`src/rtl/mux_pkg.sv`:
```
// Shared mode encodings and helpers for the N:1 registered mux and its arbiter.
package mux_pkg;

  localparam logic MODE_SEL = 1'b0;
  localparam logic MODE_RR  = 1'b1;

  // Widest one-hot vector the index helper accepts; callers zero-extend.
  localparam int MAX_CH = 64;

  // OR-folds the positions of set bits, so a true one-hot input yields its index.
  function automatic int unsigned onehot_to_idx(input logic [MAX_CH-1:0] oh);
    int unsigned idx;
    idx = 0;
    for (int i = 0; i < MAX_CH; i++) begin
      if (oh[i]) idx = idx | unsigned'(i);
    end
    return idx;
  endfunction

endpackage

```
`src/rtl/rr_arbiter.sv`:
```
// Combinational round-robin grant: first requester after 'last', wrapping modulo N_CH.
module rr_arbiter
  import mux_pkg::*;
#(
  parameter  int N_CH  = 8,
  localparam int SEL_W = $clog2(N_CH)
) (
  input  logic [N_CH-1:0]  req,
  input  logic [SEL_W-1:0] last,
  output logic [SEL_W-1:0] gnt_idx,
  output logic             gnt_vld
);

  logic [2*N_CH-1:0] dbl;
  logic [2*N_CH-1:0] masked;
  logic [2*N_CH-1:0] lowest;
  logic [N_CH-1:0]   oh;
  logic [MAX_CH-1:0] oh_ext;

  // The request vector is doubled so that masking off positions up to 'last'
  // leaves a window that starts just after 'last' and wraps through channel 'last'.
  always_comb begin
    dbl    = {req, req};
    masked = '0;
    for (int i = 0; i < 2*N_CH; i++) begin
      masked[i] = dbl[i] & (i > int'(last));
    end
    lowest  = masked & (-masked);
    oh      = lowest[N_CH-1:0] | lowest[2*N_CH-1:N_CH];
    oh_ext  = '0;
    oh_ext[N_CH-1:0] = oh;
    gnt_idx = SEL_W'(onehot_to_idx(oh_ext));
    gnt_vld = |req;
  end

endmodule

```
`src/rtl/mux_n_1_rr.sv`:
```
// N-channel registered mux with valid/ready on every port; direct-select or round-robin.
module mux_n_1_rr
  import mux_pkg::*;
#(
  parameter  int N_CH   = 8,
  parameter  int DATA_W = 8,
  localparam int SEL_W  = $clog2(N_CH)
) (
  input  logic                   clk,
  input  logic                   rst_n,
  input  logic                   mode,
  input  logic [SEL_W-1:0]       sel,
  input  logic [N_CH*DATA_W-1:0] in_data,
  input  logic [N_CH-1:0]        in_valid,
  output logic [N_CH-1:0]        in_ready,
  output logic [DATA_W-1:0]      out_data,
  output logic [SEL_W-1:0]       out_ch,
  output logic                   out_valid,
  input  logic                   out_ready
);

  logic [SEL_W-1:0]  last;
  logic [SEL_W-1:0]  rr_gnt;
  logic              rr_vld;
  logic [SEL_W-1:0]  gnt;
  logic              gnt_vld;
  logic              sel_vld;
  logic              slot_free;
  logic              xfer;
  logic [DATA_W-1:0] gnt_data;

  rr_arbiter #(.N_CH(N_CH)) u_arb (
    .req     (in_valid),
    .last    (last),
    .gnt_idx (rr_gnt),
    .gnt_vld (rr_vld)
  );

  // Channel matching by loop means an out-of-range sel simply never matches.
  always_comb begin
    sel_vld  = 1'b0;
    gnt_data = '0;
    in_ready = '0;
    for (int k = 0; k < N_CH; k++) begin
      if (SEL_W'(k) == sel) sel_vld = in_valid[k];
    end
    if (mode == MODE_RR) begin
      gnt     = rr_gnt;
      gnt_vld = rr_vld;
    end else begin
      gnt     = sel;
      gnt_vld = sel_vld;
    end
    slot_free = !out_valid || out_ready;
    xfer      = rst_n && slot_free && gnt_vld;
    for (int k = 0; k < N_CH; k++) begin
      if (SEL_W'(k) == gnt) begin
        in_ready[k] = xfer;
        gnt_data    = in_data[k*DATA_W +: DATA_W];
      end
    end
  end

  // A load takes priority over a drain, giving back-to-back beats with no bubble.
  always_ff @(posedge clk or negedge rst_n) begin
    if (!rst_n) begin
      out_valid <= 1'b0;
      out_data  <= '0;
      out_ch    <= '0;
      last      <= SEL_W'(N_CH-1);
    end else if (xfer) begin
      out_valid <= 1'b1;
      out_data  <= gnt_data;
      out_ch    <= gnt;
      last      <= gnt;
    end else if (out_ready) begin
      out_valid <= 1'b0;
    end
  end

endmodule
```
`config.mk`:
```
export PLATFORM = sky130hd
export DESIGN_NAME = mux_n_1_rr
export DESIGN_NICKNAME = d
export VERILOG_FILES = /design/src/rtl/mux_pkg.sv /design/src/rtl/rr_arbiter.sv /design/src/rtl/mux_n_1_rr.sv
export SDC_FILE = /design/constraint.sdc
export NUM_CORES = 1
export LEC_CHECK = 0
export CORE_MARGIN = 2
export CORE_UTILIZATION = 30
export DETAILED_ROUTE_END_ITERATION = 16
export PLACE_DENSITY_LB_ADDON = 0.1
export SLEW_MARGIN = 20
export SYNTH_ARGS = -nofsm -noshare
export SYNTH_HDL_FRONTEND = slang
export SYNTH_SLANG_ARGS = --single-unit
```
`constraint.sdc`:
```
create_clock -name clk -period 6.95 [get_ports clk]
set_input_delay 1.39 -clock clk [delete_from_list [all_inputs] [get_ports clk]]
set_output_delay 1.39 -clock clk [all_outputs]
set_load 0.03 [all_outputs]
```
==> results of run 1 <==
-- cell usage after synthesis, types with 3 or more instances --
cell	instances	area share
nand4_1	3	0.010
a21oi_1	7	0.019
inv_1	8	0.016
a21oi_2	6	0.029
dfstp_2	3	0.043
mux2i_1	4	0.022
mux2_2	8	0.049
nand2b_1	4	0.014
buf_2	8	0.022
nor2b_1	4	0.014
dfrtp_1	12	0.16
o211a_1	6	0.033
a22oi_1	7	0.029
nor3_1	5	0.014
o221ai_1	6	0.029
clkbuf_1	3	0.0062
nor2_1	11	0.023
nand2_1	21	0.043
o21ai_0	16	0.044
nand3_1	16	0.044
buf_6	3	0.018
o21a_1	10	0.041
-- worst reg2reg max path: stages, from the launching register on --
cell,delay [ps]
dfstp_2,660
nor4bb_1,390
a211o_1,180
nand3_1,80
o22ai_1,150
o32a_1,410
buf_4,370
nand3_1,260
o21ai_0,270
o221ai_1,150
-- report_power, final --
group	total [mW]	switching, mW	leakage [nW]	internal [mW]
sequential	0.165	0.0363	0.175	0.128
clock	0.0739	0.0332	0.0228	0.0407
combinational	0.492	0.266	0.933	0.226
total	0.731	0.335	1.13	0.395
-- area by class of cell --
cell class,count,area share
multi-input combinational,178,0.456
sequential,15,0.131
inverter,8,0.0104
clock buffer,4,0.0156
tap,75,0.0324
timing repair buffer,104,0.355
-- cells by family after synthesis --
logic type | after synthesis | share of synthesized area
AOI/OAI and AO/OA | 87 | 0.389
and+or+nand+nor | 75 | 0.221
buffers and inverters | 24 | 0.0711
muxes | 16 | 0.112
DFF | 15 | 0.207
-- metal layers --
layer / GRT usage / share of wire
met1: 0.244 / 0.44
met2: 0.335 / 0.48
met3: 0.0538 / 0.068
met4: 0.0517 / 0.014
met5: 0 / 0
-- worst paths after layout --
check	startpoint	to	slack (ps)	cells past startpoint
max	in_valid[2]	in_ready[1]	950	8
min	out_ch[0]	out_ch[0]	490	2
max reg2reg	last[2]	out_data[7]	3910	9
min reg2reg	out_ch[0]	out_ch[0]	490	2
max in group asynchronous	rst_n	last[2]	5220	2
min in group asynchronous	rst_n	out_data[5]	1460	2
-- flip-flops by register name, indices dropped and copies added (netlist names) --
name / count
last: 3
out_ch: 3
out_data: 8
out_valid: 1
-- metrics by stage --
step,hold WS (ps),instances,setup WS [ps]
global placement,461,380,902
finish,490,384,952
global route,522,384,735
floorplan,604,217,2040
CTS,494,384,980
detailed placement,476,380,983
==> results.py, run 1 <==
metrics = {
    "timing": {
        "final-hold-violation-count": 0,
        "rsz0062_at_grt": "no",
        "clock_skew_ps": 4.42,
        "timing.fmax_ghz": 0.167,
        "worst_slew_pin_slew_ps": 543,
        "report.final.slew_viol_count": 0,
        "timing.setup.tns_ps": 0,
        "final_min_period_over_clock_period": 0.863,
        "setup_viol_count_final": 0,
        "max_slew_margin": 0.637,
        "min_period_ps": 6000,
    },
    "placement": {
        "io_buffers": 98,
        "gp_congestion": 0.934,
        "dp_hpwl_um": 4920,
        "placed_cell_area_um2": 2850,
    },
    "cells_and_area": {
        "drive_above_1_share": 0.155,
        "design_area_um2": 2890,
        "layout_commonest_cell": "clkdlybuf4s50_1",
        "multi_input_area_um2": 1320,
        "utilization": 0.489,
        "n_fill_cell": 595,
        "fin_nets": 389,
        "syn_to_final_growth_pct": 58.2,
        "antenna_cells": 0,
        "register_area_um2": 379,
        "final_cell_mix": "98 x clkdlybuf4s50_1, 21 x nand2_1, 16 x nand3_1, 16 x o21ai_0, 12 x dfrtp_1",
    },
    "logic_synthesis": {
        "synth-edff-count": 0,
        "synth_nets": 296,
        "synth_area_um2": 1830,
        "ys_seq_elements": 15,
        "async_flop_share": 1.00,
        "yosysUniqueCellTypes": 54,
        "netlist_instances": 217,
        "synthesis.area_per_instance_um2": 8.43,
        "yosysWarningCount": 0,
        "ys_seq_area_frac": 0.207,
        "ys.flop_type": "dfrtp_1",
    },
    "worst_setup_path": {
        "cp_slowest_stage_delay_ps": 710,
        "crit_top_cell": "clkdlybuf4s50_1",
        "crit_buf_inv": 2,
        "path_class": "in2out",
        "start_kind": "input port",
        "crit_path_end_kind": "output pin",
        "cp_slowest_cell": "clkdlybuf4s50_1",
        "path_cells": "clkdlybuf4s50_1, nor4_4, nand2b_1, o221a_1, o221ai_2, nand2_1, nor3_1, clkdlybuf4s50_1",
        "worst_ep_required_time_ps": 5560,
        "crit_arrival_ps": 4610,
        "crit_family": "simple AND/OR/NAND/NOR gates",
        "cp_max_fo": 13,
    },
    "floorplanning": {
        "die_w_um": 82.1,
        "die_area_um2": 6740,
        "start_util": 0.309,
        "core-area_um2": 5920,
        "dieHeight_um": 82.1,
        "io_pins": 99,
        "rows": 28,
    },
    "cts": {
        "cts_hold_buf": 0,
        "cts.path.max_buffers": 2,
        "cts.clk_slew.worst_paths_ps": 60,
        "cts_tree": "built",
        "postCtsSetupBuffers": 0,
        "cts_buffers": 3,
        "clock-root-buffer": "clkbuf_8",
        "cts.sink_count": 15,
        "cts_max_level": 1,
        "cts_resized": 0,
        "worstSkewPairLatency_ps": 250,
    },
    "grt": {
        "antenna_found_initial": 0,
        "grt_pass1_wl_um": 10200,
        "grt_start_max_net_pins": 28,
        "grt_pass1_vias": 2109,
        "grt-ovfl-total": 0,
        "grt.total_usage": 0.197,
    },
    "outcome": {
        "status": "complete, no violations",
    },
    "route": {
        "wl_per_cell_um": 16.6,
        "drc": 0,
        "drtPass1Iterations": 5,
        "ant_nets": 0,
        "routed_via_density": 5.47,
        "drt_iter0_drc": 58,
        "wirelength_um": 6390,
        "vias": 2100,
    },
    "power_and_ir_drop": {
        "total_power_uw": 731,
        "peakVddDrop_uv": 112,
        "pwr_density_cell_nw_per_um2": 252,
        "power_leakage_nw": 1.13,
    },
    "worst_hold_path": {
        "hp-class": "reg2reg",
    },
    "flow_run": {
        "drv_cap": 0,
    },
}
Power figures use the tool's default switching activity.
==> run 2, diff against run 1 <==
==> constraint.sdc (replaced) <==
create_clock -name clk -period 5.2 [get_ports clk]
set_input_delay 1.04 -clock clk [delete_from_list [all_inputs] [get_ports clk]]
set_output_delay 1.04 -clock clk [all_outputs]
set_load 0.03 [all_outputs]
==> run 2 against run 1 <==
Wire length decreased by 2.1%. First-iteration DRC count increased by 38%. Final cell count increased by 0.52%. Highest routed layer unchanged. Register-to-register slack got worse by 1700 ps. Worst setup slack got worse by 320 ps. Worst hold slack got worse by 4.7 ps. Combinational power increased by 35%. Clock power increased by 39%. Global-route usage decreased by 0.73 points. Critical path depth increased by 1. Count of clock-buffer cells in the layout unchanged. Via count decreased by 1.0%.
==> results.py, run 2 (synthesis gave the netlist of run 1 again) <==
metrics = {
    "cells_and_area": {
        "syn_to_final_growth_pct": 57.9,
        "final_cell_mix": "90 x clkdlybuf4s50_1, 21 x nand2_1, 16 x nand3_1, 16 x o21ai_0, 16 x buf_4",
        "multi_input_area_um2": 1320,
        "layout_commonest_cell": "clkdlybuf4s50_1",
        "final-instance-count-excl-fill": 386,
        "fin_nets": 391,
        "antenna_cells": 0,
        "drive_above_1_share": 0.186,
        "reg.largest.list": "out_data: 8 flops, last: 3 flops, out_ch: 3 flops",
        "n_fill_cell": 580,
        "largest_reg_flops": 8,
        "largest-register": "out_data",
        "register_area_um2": 379,
    },
    "floorplanning": {
        "start_util": 0.309,
        "core-area_um2": 5920,
        "io_pins": 99,
        "dieHeight_um": 82.1,
        "die_area_um2": 6740,
        "die_w_um": 82.1,
        "rows": 28,
    },
    "route": {
        "wirelength_um": 6250,
        "wl_per_cell_um": 16.2,
        "ant_nets": 0,
        "drtPass1Iterations": 4,
        "routed_via_density": 5.38,
        "drc": 0,
        "drt_iter0_drc": 80,
        "vias": 2078,
    },
    "timing": {
        "layout_setup_ws_ps": 635,
        "final-hold-violation-count": 0,
        "setup_viol_count_final": 0,
        "report.final.slew_viol_count": 0,
        "rsz0062_at_grt": "no",
        "clock_skew_ps": 2.64,
        "final_min_period_over_clock_period": 0.878,
        "max_slew_margin": 0.652,
        "worst_slew_pin_slew_ps": 521,
        "timing.fmax_ghz": 0.219,
        "min_period_ps": 4560,
        "timing.setup.tns_ps": 0,
    },
    "grt": {
        "grt.total_usage": 0.190,
        "grt_pass1_vias": 2026,
        "grt_start_max_net_pins": 24,
        "antenna_found_initial": 0,
        "grt-ovfl-total": 0,
        "grt_pass1_wl_um": 9880,
    },
    "worst_setup_path": {
        "crit_arrival_ps": 3520,
        "r2r_end": "out_data[7]",
        "r2r_cells": 9,
        "worst_ep_required_time_ps": 4160,
        "crit_path_end_kind": "output pin",
        "cp_max_fo": 18,
        "reg2reg_from": "last[1]",
        "path_class": "in2out",
        "reg2reg_slack_ps": 2190,
        "start_kind": "input port",
    },
    "outcome": {
        "status": "complete, no violations",
    },
    "cts": {
        "cts_hold_buf": 0,
        "cts.sink_count": 15,
        "cts.clk_slew.worst_paths_ps": 70,
        "postCtsSetupBuffers": 0,
        "cts_tree": "built",
        "cts_buffers": 3,
        "cts.path.max_buffers": 2,
        "cts_max_level": 1,
        "cts_resized": 0,
        "clock-root-buffer": "clkbuf_8",
        "worstSkewPairLatency_ps": 250,
    },
    "placement": {
        "gp_congestion": 0.859,
        "place_ws_ps": 640,
        "dp_hpwl_um": 4920,
        "io_buffers": 98,
        "dp_cells": 382,
    },
    "power_and_ir_drop": {
        "clock_power_share": 0.104,
        "power_leakage_nw": 1.16,
        "sequentialPowerShare": 0.224,
        "switching_share": 0.460,
        "pwr_density_cell_nw_per_um2": 341,
        "power_frac_comb": 0.672,
        "peakVddDrop_uv": 242,
        "power_switching_uw": 453,
        "p_int_uw": 532,
    },
    "worst_hold_path": {
        "min_to": "out_ch[2]",
        "hp-class": "reg2reg",
        "worstHoldStart": "out_ch[2]",
        "holdPathStages": 2,
    },
    "flow_run": {
        "drv_cap": 0,
    },
}
==> run 2: cell count changes in the layout (fill, tap and decap cells not counted) <==
cell	before	now
buf_4	6	16
clkdlybuf4s50_1	98	90
==> run 2: critical path, cell delays in order <==
cell,delay (ps)
clkdlybuf4s50_1,640
o21bai_1,180
nor2b_4,160
a21o_1,190
a41o_1,270
o32a_1,440
buf_4,240
nor3_1,180
buf_4,190
==> run 2: metal layers <==
layer / global-route usage / vias to the layer above / wire length (um)
li1: - / 1027 / -
met1: 0.237 / 961 / 2660
met2: 0.327 / 84 / 3070
met5: 0 / - / 0
met3: 0.0484 / 6 / 460
met4: 0.0417 / 0 / 60
==> run 2: final cells by class <==
cell class,instances,share of cell area
clock buffer,4,0.0156
inverter,8,0.0104
multi-input combinational,178,0.457
sequential,15,0.131
tap,75,0.0325
timing repair buffer,106,0.353
==> run 2: how the worst max path moves through the flow <==
stage / start / end / slack, ps / depth (start not counted)
final: in_valid[2] / in_ready[0] / 640 / 9
after global routing: in_valid[2] / in_ready[5] / 450 / 8
after CTS: in_valid[2] / in_ready[0] / 640 / 9
after detailed placement: in_valid[2] / in_ready[0] / 640 / 9
after global placement: in_valid[2] / in_ready[0] / 630 / 9
after floorplan: in_valid[6] / in_ready[4] / 990 / 8
==> run 2: metrics by stage <==
step / instance area [um^2] / utilization / hold slack [ps] / power (mW)
3_5_place_dp: 2840 / 0.480 / 474 / 0.885
6_report: 2890 / 0.488 / 486 / 0.985
3_3_place_gp: 2840 / 0.480 / 467 / 0.889
4_1_cts: 2890 / 0.488 / 490 / 0.989
5_1_grt: 2890 / 0.488 / 518 / 1.05
2_1_floorplan: 1830 / - / 604 / 0.658
==> run 2: power groups by stage <==
stage | combinational (mW) | clock, mW | sequential (mW)
4_1_cts | 0.667 | 0.102 | 0.220
2_1_floorplan | 0.383 | 0 | 0.275
6_report | 0.662 | 0.103 | 0.220
3_3_place_gp | 0.667 | 0 | 0.222
3_5_place_dp | 0.666 | 0 | 0.220
5_1_grt | 0.716 | 0.108 | 0.227
==> run 3, diff against run 2 <==
==> constraint.sdc (replaced) <==
create_clock -name clk -period 5.2 [get_ports clk]
set_input_delay 1.04 -clock clk [delete_from_list [all_inputs] [get_ports clk]]
set_output_delay 1.04 -clock clk [all_outputs]
set_load 0.1 [all_outputs]
==> run 3 against run 2 <==
Largest power group unchanged. Clock power shrank 8%. Register-to-register slack lost 40 ps. Global-route usage grew 0.19 points. Combinational power grew 39%. Wire length shrank 0.40%. Design area grew 4.3%. Clock skew shrank 1.0 ps. Count of clock-buffer cells in the layout is the same. Sequential power is essentially flat. Highest routed layer unchanged. Worst hold slack lost 7.9 ps. Via count grew 1.3%.
==> results.py, run 3 (synthesis gave the netlist of run 1 again) <==
metrics = {
    "timing": {
        "clock_skew_ps": 1.61,
        "layout_setup_ws_ps": 341,
        "timing.fmax_ghz": 0.206,
        "min_period_ps": 4860,
        "rsz0062_at_grt": "no",
        "final-hold-violation-count": 0,
        "final_min_period_over_clock_period": 0.934,
        "setup_viol_count_final": 0,
        "report.final.slew_viol_count": 0,
        "worst_slew_pin_slew_ps": 985,
        "max_slew_margin": 0.341,
    },
    "cells_and_area": {
        "antenna_cells": 0,
        "final_cell_mix": "90 x clkdlybuf4s50_1, 21 x nand2_1, 16 x nand3_1, 16 x o21ai_0, 12 x dfrtp_1",
        "largest_reg_flops": 8,
        "largest-register": "out_data",
        "drive_above_1_share": 0.198,
        "layout_commonest_cell": "clkdlybuf4s50_1",
        "fin_nets": 393,
        "n_fill_cell": 570,
        "reg.largest.list": "out_data: 8 flops, last: 3 flops, out_ch: 3 flops",
        "syn_to_final_growth_pct": 64.8,
    },
    "route": {
        "vias": 2104,
        "wirelength_um": 6220,
        "drc": 0,
        "routed_via_density": 5.42,
        "ant_nets": 0,
        "drtPass1Iterations": 4,
        "drt_iter0_drc": 139,
        "wl_per_cell_um": 16.0,
    },
    "grt": {
        "antenna_found_initial": 0,
        "grt.total_usage": 0.192,
        "grt_pass1_vias": 2046,
        "grt_start_max_net_pins": 24,
        "grt-ovfl-total": 0,
        "grt_pass1_wl_um": 10100,
    },
    "floorplanning": {
        "io_pins": 99,
        "rows": 28,
        "die_w_um": 82.1,
        "die_area_um2": 6740,
        "start_util": 0.309,
        "core-area_um2": 5920,
        "dieHeight_um": 82.1,
    },
    "cts": {
        "worstSkewPairLatency_ps": 240,
        "cts.path.max_buffers": 2,
        "cts_buffers": 3,
        "cts_resized": 0,
        "postCtsSetupBuffers": 0,
        "clock-root-buffer": "clkbuf_8",
        "cts_max_level": 1,
        "cts_tree": "built",
        "cts_hold_buf": 0,
        "cts.clk_slew.worst_paths_ps": 60,
        "cts.sink_count": 15,
    },
    "worst_hold_path": {
        "holdPathStages": 2,
        "min_to": "out_ch[0]",
        "hp-class": "reg2reg",
        "worstHoldStart": "out_ch[0]",
    },
    "worst_setup_path": {
        "crit_path_end_kind": "output pin",
        "reg2reg_from": "last[1]",
        "r2r_cells": 9,
        "r2r_end": "out_data[1]",
        "startpoint": "in_valid[2]",
        "path_class": "in2out",
        "worst_ep_required_time_ps": 4160,
        "reg2reg_slack_ps": 2150,
        "start_kind": "input port",
        "cp_max_fo": 11,
        "crit_arrival_ps": 3820,
    },
    "power_and_ir_drop": {
        "total_power_mw": 1.23,
        "peakVddDrop_uv": 263,
        "power_leakage_nw": 1.19,
        "pwr_density_cell_nw_per_um2": 409,
    },
    "placement": {
        "io_buffers": 98,
        "place_ws_ps": 349,
        "dp_hpwl_um": 4940,
        "gp_congestion": 0.884,
    },
    "outcome": {
        "status": "complete, no violations",
    },
    "flow_run": {
        "drv_cap": 0,
    },
}
-- run 3: metrics by stage --
step / std cells / instance area (um^2) / hold slack, ps / utilization / setup TNS (ps)
after global routing: 388 / 3010 / 511 / 0.509 / 0
final: 388 / 3010 / 478 / 0.509 / 0
after floorplan: 217 / 1840 / 604 / - / -765
after CTS: 388 / 3010 / 485 / 0.509 / 0
after global placement: 384 / 2970 / 465 / 0.501 / 0
after detailed placement: 384 / 2970 / 470 / 0.501 / 0
-- run 3: cell type report --
cell class	count	area, um^2	area share
clock buffers	4	45.0	0.0149
repair buffers	108	1140	0.377
well taps	75	93.8	0.0311
flip-flops and latches	15	379	0.126
multi-input cells	178	1330	0.441
inverters	8	30.0	0.00996
-- run 3: metal layers --
layer,track usage,up-vias,routed length (um)
li1,-,1030,-
met1,0.257,995,2800
met2,0.325,72,2990
met3,0.0396,7,366
met4,0.0233,0,64
met5,0,-,0
-- run 3: worst max-delay path: stages --
cell             delay (ps)
clkdlybuf4s50_1         570
nor4_4                  410
nand2b_1                120
o21ai_0                 190
a41o_1                  260
o32a_1                  450
buf_4                   250
nand2_1                  80
nor2_1                  230
buf_12                  210
-- run 3: worst max-delay path by stage --
stage                   to  slack [ps]  depth (start not counted)
2_1_floorplan  in_ready[4]        -380                          8
3_3_place_gp   in_ready[3]         260                         10
3_5_place_dp   in_ready[7]         350                         10
4_1_cts        in_ready[7]         330                         10
5_1_grt        in_ready[3]         120                         10
6_report       in_ready[7]         340                         10
-- run 3: power by group --
part	switching (mW)	internal [mW]
logic	0.601	0.317
clock network	0.0403	0.0542
registers	0.0488	0.172
